## config.mk

```make
export PLATFORM = sky130hd
export DESIGN_NAME = mem_access_stage
export DESIGN_NICKNAME = d
export VERILOG_FILES = /design/src/rtl/mem_access_stage.sv
export SDC_FILE = /design/constraint.sdc
export NUM_CORES = 1
export LEC_CHECK = 0
export CAP_MARGIN = 15
export CORE_MARGIN = 8
export CORE_UTILIZATION = 44
export CTS_CLUSTER_DIAMETER = 150
export DETAILED_ROUTE_END_ITERATION = 6
export GPL_ROUTABILITY_DRIVEN = 1
export PLACE_DENSITY = 0.81
export SYNTH_ARGS = -nofsm -noshare
export SYNTH_HDL_FRONTEND = slang
export SYNTH_SLANG_ARGS = --single-unit
```

## constraint.sdc

```tcl
create_clock -name clk -period 2.1 [get_ports clk]
set_input_delay 0.21 -clock clk [delete_from_list [all_inputs] [get_ports clk]]
set_output_delay 0.21 -clock clk [all_outputs]
set_load 0.01 [all_outputs]
```

## src/rtl/mem_access_stage.sv

```systemverilog
// Memory-access stage sitting behind the execute ALU.
// ALU results retire to writeback one cycle after acceptance. Loads and stores
// run a req/gnt(/rvalid) handshake with data memory while holding off execute.
// Byte ops get lane steering (SB) and lane select with zero-extension (LBU).
module mem_access_stage (
  input  logic        clk,
  input  logic        n_reset,
  input  logic        valid_i,
  output logic        ready_o,
  input  logic        is_load_i,
  input  logic        is_store_i,
  input  logic        is_byte_i,
  input  logic        wb_en_i,
  input  logic [4:0]  rd_addr_i,
  input  logic [31:0] alu_result_i,
  input  logic [31:0] mem_addr_i,
  output logic        dmem_req_o,
  output logic        dmem_we_o,
  output logic [31:0] dmem_addr_o,
  output logic [31:0] dmem_wdata_o,
  output logic [3:0]  dmem_be_o,
  input  logic        dmem_gnt_i,
  input  logic        dmem_rvalid_i,
  input  logic [31:0] dmem_rdata_i,
  output logic        wb_valid_o,
  output logic        wb_en_o,
  output logic [4:0]  wb_addr_o,
  output logic [31:0] wb_data_o
);

  typedef enum logic [1:0] {IDLE = 2'd0, REQ = 2'd1, RESP = 2'd2} state_t;

  state_t      state, state_nxt;
  logic        xfer, mem_op;
  logic        op_load, op_byte, op_wb_en;
  logic [4:0]  op_rd;
  logic [31:0] op_addr, op_data;
  logic [3:0]       lane_be;
  logic [3:0][7:0]  lane_wd;
  logic [7:0]  rd_byte;
  logic [31:0] ld_data;

  // ready depends on state only, so there is no valid_i -> ready_o path
  assign ready_o = (state == IDLE);
  assign xfer    = valid_i & ready_o;
  // load wins when both class bits are set, so mem_op just ORs them
  assign mem_op  = is_load_i | is_store_i;

  // state register
  always_ff @(posedge clk) begin
    if (!n_reset) state <= IDLE;
    else          state <= state_nxt;
  end

  // next-state: gnt only matters in REQ, rvalid only in RESP
  always_comb begin
    state_nxt = state;
    case (state)
      IDLE:    if (xfer && mem_op) state_nxt = REQ;
      REQ:     if (dmem_gnt_i)     state_nxt = op_load ? RESP : IDLE;
      RESP:    if (dmem_rvalid_i)  state_nxt = IDLE;
      default: state_nxt = IDLE;
    endcase
  end

  // capture the memory op so the request fields stay stable until grant
  always_ff @(posedge clk) begin
    if (!n_reset) begin
      op_load  <= 1'b0;
      op_byte  <= 1'b0;
      op_wb_en <= 1'b0;
      op_rd    <= '0;
      op_addr  <= '0;
      op_data  <= '0;
    end else if (xfer && mem_op) begin
      op_load  <= is_load_i;
      op_byte  <= is_byte_i;
      op_wb_en <= wb_en_i;
      op_rd    <= rd_addr_i;
      op_addr  <= mem_addr_i;
      op_data  <= alu_result_i;
    end
  end

  // per-lane store steering: SB enables one lane and replicates the byte
  for (genvar i = 0; i < 4; i++) begin : g_lane
    assign lane_be[i] = ~op_byte | (op_addr[1:0] == 2'(i));
    assign lane_wd[i] = op_byte ? op_data[7:0] : op_data[8*i +: 8];
  end

  // LBU picks the addressed byte and zero-extends; LW ignores addr[1:0]
  assign rd_byte = dmem_rdata_i[{op_addr[1:0], 3'b000} +: 8];
  assign ld_data = op_byte ? {24'h0, rd_byte} : dmem_rdata_i;

  // memory-side outputs, driven to zero whenever no request is up
  always_comb begin
    dmem_req_o   = 1'b0;
    dmem_we_o    = 1'b0;
    dmem_addr_o  = '0;
    dmem_wdata_o = '0;
    dmem_be_o    = '0;
    if (state == REQ) begin
      dmem_req_o   = 1'b1;
      dmem_we_o    = ~op_load;
      dmem_addr_o  = {op_addr[31:2], 2'b00};
      dmem_wdata_o = op_load ? 32'h0 : lane_wd;
      dmem_be_o    = op_load ? 4'hF : lane_be;
    end
  end

  // writeback register: one-cycle retire pulse, wb_en only asserted with it
  always_ff @(posedge clk) begin
    if (!n_reset) begin
      wb_valid_o <= 1'b0;
      wb_en_o    <= 1'b0;
      wb_addr_o  <= '0;
      wb_data_o  <= '0;
    end else begin
      wb_valid_o <= 1'b0;
      wb_en_o    <= 1'b0;
      if (xfer && !mem_op) begin
        wb_valid_o <= 1'b1;
        wb_en_o    <= wb_en_i;
        wb_addr_o  <= rd_addr_i;
        wb_data_o  <= alu_result_i;
      end else if (state == REQ && dmem_gnt_i && !op_load) begin
        wb_valid_o <= 1'b1;
        wb_addr_o  <= op_rd;
        wb_data_o  <= op_data;
      end else if (state == RESP && dmem_rvalid_i) begin
        wb_valid_o <= 1'b1;
        wb_en_o    <= op_wb_en;
        wb_addr_o  <= op_rd;
        wb_data_o  <= ld_data;
      end
    end
  end

endmodule

```

* Yosys cells after proc, flatten, opt, wreduce, memory -nomap -nowiden
Index checks and enable logic that the tools add are counted.
** Operators by class
- Equality and inequality tests :: 8
- Shifts and indexed selects :: 1
- Mux-type cells :: 28
- Bitwise logic cells :: 8
- Reductions and logical operators :: 11
** Operator list (count)
- $mux W32 :: 7
- $shiftx A32 B6 Y8 :: 1
- $mux W8 :: 3
- $mux W5 :: 3
- $mux W1 :: 8
- $mux W2 :: 4
- $mux W4 :: 2
- $eq A2 B2 Y1 const B :: 3
- $pmux W2 S3 :: 1
- $logic_and A1 B1 Y1 :: 5
- $or A1 B1 Y1 :: 5
- $eq A2 B1 Y1 const B :: 2
- $logic_not A2 Y1 :: 2
- $ne A2 B2 Y1 const B :: 2
- $reduce_and A3 Y1 :: 1
- $reduce_bool A3 Y1 :: 1
- $logic_not A1 Y1 :: 2
- $ne A2 B1 Y1 const B :: 1
- $not A1 Y1 :: 2
- $and A1 B1 Y1 :: 1
** Storage, ports and cells
- Register bits :: 113
- Output and inout port bits :: 110
- Logic and storage cells :: 67

* Longest topological paths before layout
Gate-level depths: netlist of run 1.
- Word-level depth :: 5
- Depth in mapped cells :: 6

* Worst setup path after synthesis of run 1
Ideal clock, no wire load.
- Kind :: reg2reg
- Start point :: register state[1]
- End point :: register wb_data_o[19]
- Setup time :: 0.088 ns
- Data arrival time :: 1.572 ns
- Required time :: 2.012 ns
- Setup slack :: 0.439 ns
- Stages on the path, launching flop included :: 7
- Buffers on the path :: 2
- Cell sequence :: dfxtp_1 or3b_1 buf_2 nor2_2 clkbuf_1 a311oi_1 o32ai_2
** Between the ends
- Word-level cells in the longest chain between the ends :: 5
** Ends and longest elaborated chain
- from (decl) :: RTL line 33 : state_t state, state_nxt;
- from (signal assigned) :: RTL line 52 : else state <= state_nxt;
- $eq A2 B1 Y1 :: RTL line 126 : end else if (state == REQ && dmem_gnt_i && !op_load) begin
- $logic_and A1 B1 Y1 (2 in series) :: RTL line 126
- $mux W32 :: RTL line 126
- $mux W32 :: RTL line 121 : if (xfer && !mem_op) begin
- to (signal assigned) :: RTL line 125 : wb_data_o <= alu_result_i;
- to (signal assigned) :: RTL line 129 : wb_data_o <= op_data;
- to (signal assigned) :: RTL line 134 : wb_data_o <= ld_data;
- to (decl) :: RTL line 28 : output logic [31:0] wb_data_o
Several ways; a longest one is shown, not always the timed one.
A chain may end at the register's enable or synchronous reset.

* Final worst setup path of run 1
- Start point :: register op_byte
- End point :: output dmem_be_o[0]
** Between the ends
- Word-level cells in the longest chain between the ends :: 4
** Ends and longest elaborated chain
- from (decl) :: RTL line 35 : logic op_load, op_byte, op_wb_en;
- from (signal assigned) :: RTL line 77 : op_byte <= is_byte_i;
- $not A1 Y1 :: RTL line 87 : assign lane_be[i] = ~op_byte | (op_addr[1:0] == 2'(i));
- $or A1 B1 Y1 :: RTL line 87
- $mux W4 :: RTL line 107 : dmem_be_o = op_load ? 4'hF : lane_be;
- $mux W4 :: RTL line 102 : if (state == REQ) begin
- to (decl) :: RTL line 21 : output logic [3:0] dmem_be_o,
Every way passes these cells.

==> out/summary.txt, run 1 <==
Vias per Instance - 5.44
CTS tree - built
CP max FO - 15
GP Congestion - 0.847
Setup TNS - 0 ps
Seq/Total Area, Yosys - 0.394
Fin. Hold Viols - 0
worst-margin pin slew - 533 ps
Hold WS - 247 ps
fmax - 500 MHz
drt first pass iters - 5
min cycle time layout - 2000 ps
1st-iter DRT viols - 619
final instance area - 0.00888 mm²
Mean Syn Cell Area - 7.98 µm²
core box area - 0.0127 mm²
post-route ant nets - 0
Fill cells - 1080
Clock Tree Buf Depth - 2
Reg clk slew, reported paths - 50 ps
IO Pins - 220
Die H - 130 µm
Post-Route WL - 21800 µm
Post-Layout Cell Count - 1111
status - completed
max incr delay on CP - 580 ps
largest net degree at the start of global routing - 60
max-slew violations - 0
Util after Layout - 0.701
most common cell type on the critical path - nor2_1
RSZ-0062 raised after global routing - no
Rows - 41
Pleak - 3.80 nW
die area - 0.0169 mm²
Root Driver - clkbuf_16
fin crit share - 0.953
vias in the first global route - 5962
flip-flop and latch area - 0.00226 mm²
total track usage - 0.254
Final HPWL DP - 15600 µm
vias after detailed routing - 6044
Hold Path Class - in -> reg
fin nets - 1037
Num CTS Buffers - 17
flops & latches, synth - 113
Die W - 130 µm
Hold Buf Count CTS - 0
critical path type - reg -> out
Top Family by Delay on Critical Path - buffers and inverters
area of the multi-input gates - 0.00320 mm²
Crit path arrival time - 1790 ps
critical-path cell with the highest stage delay - clkdlybuf4s50_1
initial antenna violation count - 2
Critical Path RT - 1890 ps
Layout Area Growth over Synthesis - 54.8%
Placed Area - 0.00822 mm²
number of buffers and inverters on the critical path - 2
Post-Synthesis Cells - 719
Port Buffers - 217
Synth Cell Area - 0.00574 mm²
drt wl/cell - 19.6 µm
clk_lat worst skew - 410 ps
PwrDens - 688 mW/mm²
Worst slew margin - 0.644
Starting Density - 0.453
Ant. Diodes - 0
GRT overflow - 0
Setup-failing EPs final - 0
Max-cap violations - 0
CP Launch Type - flop
H-tree level count - 4
post-placement cell count - 1075
clock skew - 7.31 ps
Yosys cell types - 42
crit-path cells - buf_4 -> o21ai_1 -> nor2_1 -> nor2_1 -> clkdlybuf4s50_1
share of cells above drive strength 1 - 0.112
maximum vdd ir drop - 0.518 mV
drt drc - 0
Ys Warns - 0
Critical Path End Type - primary output
Sink Count - 113
first-pass GRT wire length - 33000 µm
## layer usage
metal,up-vias,part of all wire,track usage
li1,2888,-,-
met1,2793,0.38,0.285
met2,313,0.47,0.418
met3,46,0.13,0.108
met4,4,0.029,0.101
met5,-,0.0011,0
## cell usage in the layout, fill, tap and decap left out, drive strengths merged, types with 4 or more instances in the layout
master         instances
nand2                203
clkdlybuf4s50        155
dfxtp                113
a21boi                71
and2                  62
a21oi                 40
dlygate4sd2           40
buf                   33
nor2                  32
clkbuf                28
a311oi                23
o32ai                 23
dlymetal6s2s          20
o21ai                 14
o22ai                  8
mux2i                  7
clkinv                 7
nor3                   6
mux2                   5
a22o                   5
a221oi                 5
nor2b                  4
o21a                   4
inv                    4
## per-stage QoR
stage | power [mW] | setup slack, ps
floorplan | 2.92 | 440
global placement | 3.51 | 89.7
detailed placement | 3.53 | 58.4
CTS | 6.12 | -11.2
global route | 6.34 | 0.214
finish | 6.11 | 99.6
## cell families (layout without fill, tap and decap cells)
| kind of cell | Yosys count | count (layout) | share of synthesized area |
|---|---|---|---|
| DFF | 113 | 113 | 0.394 |
| other | 1 | 2 | 0.000654 |
| and+or+nand+nor | 317 | 317 | 0.246 |
| buffers and inverters | 71 | 290 | 0.0534 |
| AOI/OAI and AO/OA | 205 | 205 | 0.283 |
| muxes | 12 | 12 | 0.0220 |
## power by group
group	internal [mW]	leakage, nW	switching, mW
clock	1.64	0.272	0.953
combinational	0.597	2.60	0.557
sequential	2.28	0.925	0.0801
## worst reg2reg max path, cell delays in order (launching register included)
cell and delay (ps):
dfxtp_1 330, buf_4 160, or3b_1 410, buf_4 190, nor2_2 150, buf_12 190
a311oi_1 80, o32ai_1 260
## cells in the mapped netlist
cell	count	area, µm²
o21ai_0	13	65.1
clkinv_1	1	3.75
and2_1	62	388
o221a_2	2	22.5
o211ai_4	1	21.3
nand2b_1	3	18.8
a22o_1	5	43.8
a221oi_1	5	43.8
buf_6	2	22.5
nor2b_1	4	25.0
nand4bb_1	1	11.3
or2_2	1	6.26
a211o_1	3	26.3
buf_2	14	70.1
clkbuf_1	47	176
nor3_1	6	30.0
nor3b_1	2	15.0
nand2_2	1	6.26
nand2_1	202	758
o32ai_1	5	43.8
o21ai_1	1	5.00
o21a_1	4	30.0
a311oi_1	23	201
buf_4	2	15.0
a21boi_0	71	533
o22ai_1	8	50.1
o221a_1	1	11.3
a21o_1	1	7.51
conb_1	1	3.75
mux2_2	5	56.3
a31oi_1	2	12.5
nor2_2	2	12.5
mux2i_1	7	70.1
dfxtp_1	113	2260
inv_1	5	18.8
or3b_1	1	8.76
nand3b_1	1	7.51
a22oi_1	2	15.0
a21oi_1	40	200
o32ai_2	18	293
and4bb_2	1	12.5
nor2_1	30	113
## path summary, 6_finish.rpt
kind                    start            end  slack (ps)  depth (start not counted)
setup reg to reg     state[0]  wb_data_o[29]         230                          7
hold / removal        n_reset   wb_addr_o[1]         250                          3
setup / recovery      op_byte   dmem_be_o[0]         100                          5
hold reg to reg   op_addr[10]    op_addr[10]         450                          2
## registers in the layout, indices dropped and copies added (netlist names), 2 cells and up
| signal | count |
|---|---|
| wb_addr_o | 5 |
| op_data | 32 |
| state | 2 |
| op_rd | 5 |
| op_addr | 32 |
| wb_data_o | 32 |
## area by class of cell
cell class / count / share of cell area
inverter: 6 / 0.00296
timing repair inverter: 1 / 0.000845
timing repair buffer: 252 / 0.297
multi-input combinational: 536 / 0.360
clock buffer: 25 / 0.0569
sequential: 113 / 0.255
clock inverter: 6 / 0.00338
tap: 172 / 0.0242
## repair_timing
action / in CTS / in global routing
endpoints found under the setup margin: 63 / 33
gates resized for setup: 50 / 25
buffers inserted: 0 / 1
gates cloned: 0 / 4
No activity file was read; power rests on OpenSTA's default activity.
==> inputs of run 2 (changes only) <==
- ABC_AREA: default -> 0
- SETUP_SLACK_MARGIN: default -> 0.02
- clock period: 2.1 -> 2 ns (I/O delays scaled with it)
==> run 2 against run 1 <==
- critical path depth increased by 1
- die area unchanged
- design area decreased by 1.3%
- combinational power increased by 4%
- sequential power increased by 5%
- register-to-register slack got worse by 70 ps
- clock power increased by 10%
- clock skew increased by 1.5 ps
- worst setup slack got worse by 18 ps
- count of clock-buffer cells in the layout decreased by 1
- highest routed layer unchanged
- largest power group unchanged
- sequential share of layout area increased by 0.36 points
- critical path type unchanged
==> out/summary.txt, run 2 (synthesized netlist as in run 1, its figures left out) <==
status - completed (unchanged)
Pleak - 3.51 nW (was 3.80 nW)
clk_lat worst skew - 420 ps (was 410 ps)
worst r2r path cells - 7 (unchanged)
Max-cap violations - 0 (unchanged)
Hold Buf Count CTS - 0 (unchanged)
GP Congestion - 0.838 (was 0.847)
first-pass GRT wire length - 32900 µm (was 33000 µm)
Die H - 130 µm (unchanged)
Setup WS pre-CTS - -20.6 ps (was 58.4 ps)
Vias per Instance - 5.53 (was 5.44)
fmax - 521 MHz
Die W - 130 µm (unchanged)
commonest non-fill, non-tap cell in the layout - nand2_1 (unchanged)
H-tree level count - 4 (unchanged)
vias in the first global route - 6001 (was 5962)
Worst slew margin - 0.647 (was 0.644)
Num CTS Buffers - 17 (unchanged)
busiest grt layer - met2 (unchanged)
Setup-failing EPs final - 0 (unchanged)
Fin. Hold Viols - 0 (unchanged)
Clock Tree Buf Depth - 2 (unchanged)
drt wl/cell - 19.6 µm (about the same)
core box area - 0.0127 mm² (unchanged)
met1 global-route usage - 0.290 (was 0.285)
fin nets - 1038 (was 1037)
fin crit share - 0.959
Layout Area Growth over Synthesis - 52.7% (was 54.8%)
power share of the combinational group - 0.184 (was 0.189)
Switching Fraction - 0.257 (was 0.260)
PwrDens - 746 mW/mm² (was 688 mW/mm²)
Root Driver - clkbuf_16 (unchanged)
initial antenna violation count - 3 (was 2)
Rows - 41 (unchanged)
post-route ant nets - 0 (unchanged)
maximum vdd ir drop - 0.603 mV (was 0.518 mV)
commonest cells after routing, fill and taps aside - nand2_1, clkdlybuf4s50_1, dfxtp_1 (unchanged)
Placed Area - 0.00821 mm² (was 0.00822 mm²)
CTS tree - built (unchanged)
largest net degree at the start of global routing - 68 (was 60)
hold path cells - 4 (was 3)
critical path type - reg -> out (unchanged)
Reg clk slew, reported paths - 50 ps (about the same)
Util after Layout - 0.692 (was 0.701)
Critical Path End Type - primary output (unchanged)
Largest regs - op_addr x32, op_data x32, wb_data_o x32 (unchanged)
Pint - 4.86 mW (was 4.52 mW)
CP Launch Type - flop (unchanged)
net load switching power - 1.68 mW (was 1.59 mW)
Hold WS - 257 ps (was 247 ps)
min cycle time layout - 1920 ps
Port Buffers - 217 (unchanged)
Hold Path Class - in -> reg (unchanged)
die area - 0.0169 mm² (unchanged)
CP max FO - 7 (was 15)
share of cells above drive strength 1 - 0.143 (was 0.112)
Starting Density - 0.453 (unchanged)
RSZ-0062 raised after global routing - no (unchanged)
Final HPWL DP - 15700 µm (was 15600 µm)
IO Pins - 220 (unchanged)
hold endpoint - wb_valid_o (was wb_addr_o[1])
drt first pass iters - 5 (unchanged)
1st-iter DRT viols - 616 (was 619)
Worst R2R Start - state[0] (unchanged)
GRT overflow - 0 (unchanged)
drt drc - 0 (unchanged)
vias after detailed routing - 6146 (was 6044)
met2 usage - 0.395 (was 0.418)
M3 GR Usage - 0.114 (was 0.108)
clock power share - 0.436 (was 0.424)
Crit path arrival time - 1720 ps (was 1790 ps)
worst r2r dst - wb_data_o[8] (was wb_data_o[29])
final instance area - 0.00876 mm² (was 0.00888 mm²)
Sink Count - 113 (unchanged)
worst-margin pin slew - 530 ps (was 533 ps)
min-delay src - n_reset (unchanged)
R2R setup slack - 160 ps (was 230 ps)
Post-Route WL - 21800 µm (about the same)
Tot Pwr - 6.53 mW (was 6.11 mW)
clock skew - 8.84 ps (was 7.31 ps)
Reg power frac - 0.380 (was 0.387)
total track usage - 0.255 (was 0.254)
max-slew violations - 0 (unchanged)
Critical Path RT - 1800 ps (was 1890 ps)
Setup WS post-layout - 81.4 ps (was 99.6 ps)
[run 2: cell count changes in the layout (fill, tap and decap cells not counted), moves of 2 or more]
cell | before | now
clkbuf_2 | 0 | 15
dlygate4sd2_1 | 40 | 45
a21oi_1 | 40 | 37
buf_2 | 1 | 4
clkbuf_16 | 20 | 18
buf_12 | 12 | 10
a21oi_2 | 0 | 3
nand2_1 | 199 | 194
buf_4 | 20 | 24
clkdlybuf4s50_1 | 155 | 149
nand2_2 | 4 | 9
dlymetal6s2s_1 | 20 | 1
[run 2: per-layer routing]
| metal | vias up | wire (µm) | part of all wire |
|---|---|---|---|
| met5 | - | 21 | 0.00096 |
| met4 | 4 | 807 | 0.037 |
| met3 | 49 | 2790 | 0.13 |
| met2 | 334 | 9830 | 0.45 |
| met1 | 2862 | 8380 | 0.38 |
| li1 | 2897 | - | - |
[run 2: power by group through the flow]
stage	logic (mW)	clock network (mW)	registers [mW]
after detailed placement	1.18	0	2.52
final	1.20	2.85	2.48
after floorplan	0.535	0	2.53
after global routing	1.29	3.00	2.50
after CTS	1.19	2.88	2.48
after global placement	1.17	0	2.52
[run 2: stage by stage]
| stage | cells | TNS, ps |
|---|---|---|
| after global placement | 1078 | 0 |
| after floorplan | 720 | 0 |
| after global routing | 1112 | 0 |
| after CTS | 1109 | -14.9 |
| final | 1112 | 0 |
| after detailed placement | 1078 | -53.9 |
[run 2: cell type report]
type                            count  area [µm²]
Antenna cell                        1        2.50
Clock buffer                       24         502
Clock inverter                      6        55.1
Fill cell                        1069        3910
Inverter                            6        28.8
Multi-Input combinational cell    536        3220
Sequential cell                   113        2260
Tap cell                          172         215
Timing Repair Buffer              253        2460
Timing Repair inverter              1        7.51
[run 2: repair_timing]
item,4_1_cts,5_1_grt
pin swaps,0,0
endpoints found under the setup margin,67,24
cloned,1,2
buffers inserted,0,0
resized for setup,104,28
[run 2: worst max path at each step]
stage / startpoint / end / cells after the start
floorplan: state[1] / wb_data_o[19] / 6
global placement: valid_i / wb_data_o[29] / 7
detailed placement: valid_i / wb_data_o[29] / 7
CTS: state[1] / dmem_wdata_o[1] / 7
global route: state[1] / dmem_wdata_o[23] / 6
finish: state[1] / dmem_wdata_o[9] / 6
[run 2: worst max-delay path, cell delays in order (launching register included)]
cell,delay [ps]
dfxtp_1,310
nand2b_4,150
inv_4,80
nand2b_4,90
buf_12,160
a21oi_1,180
dlygate4sd2_1,320
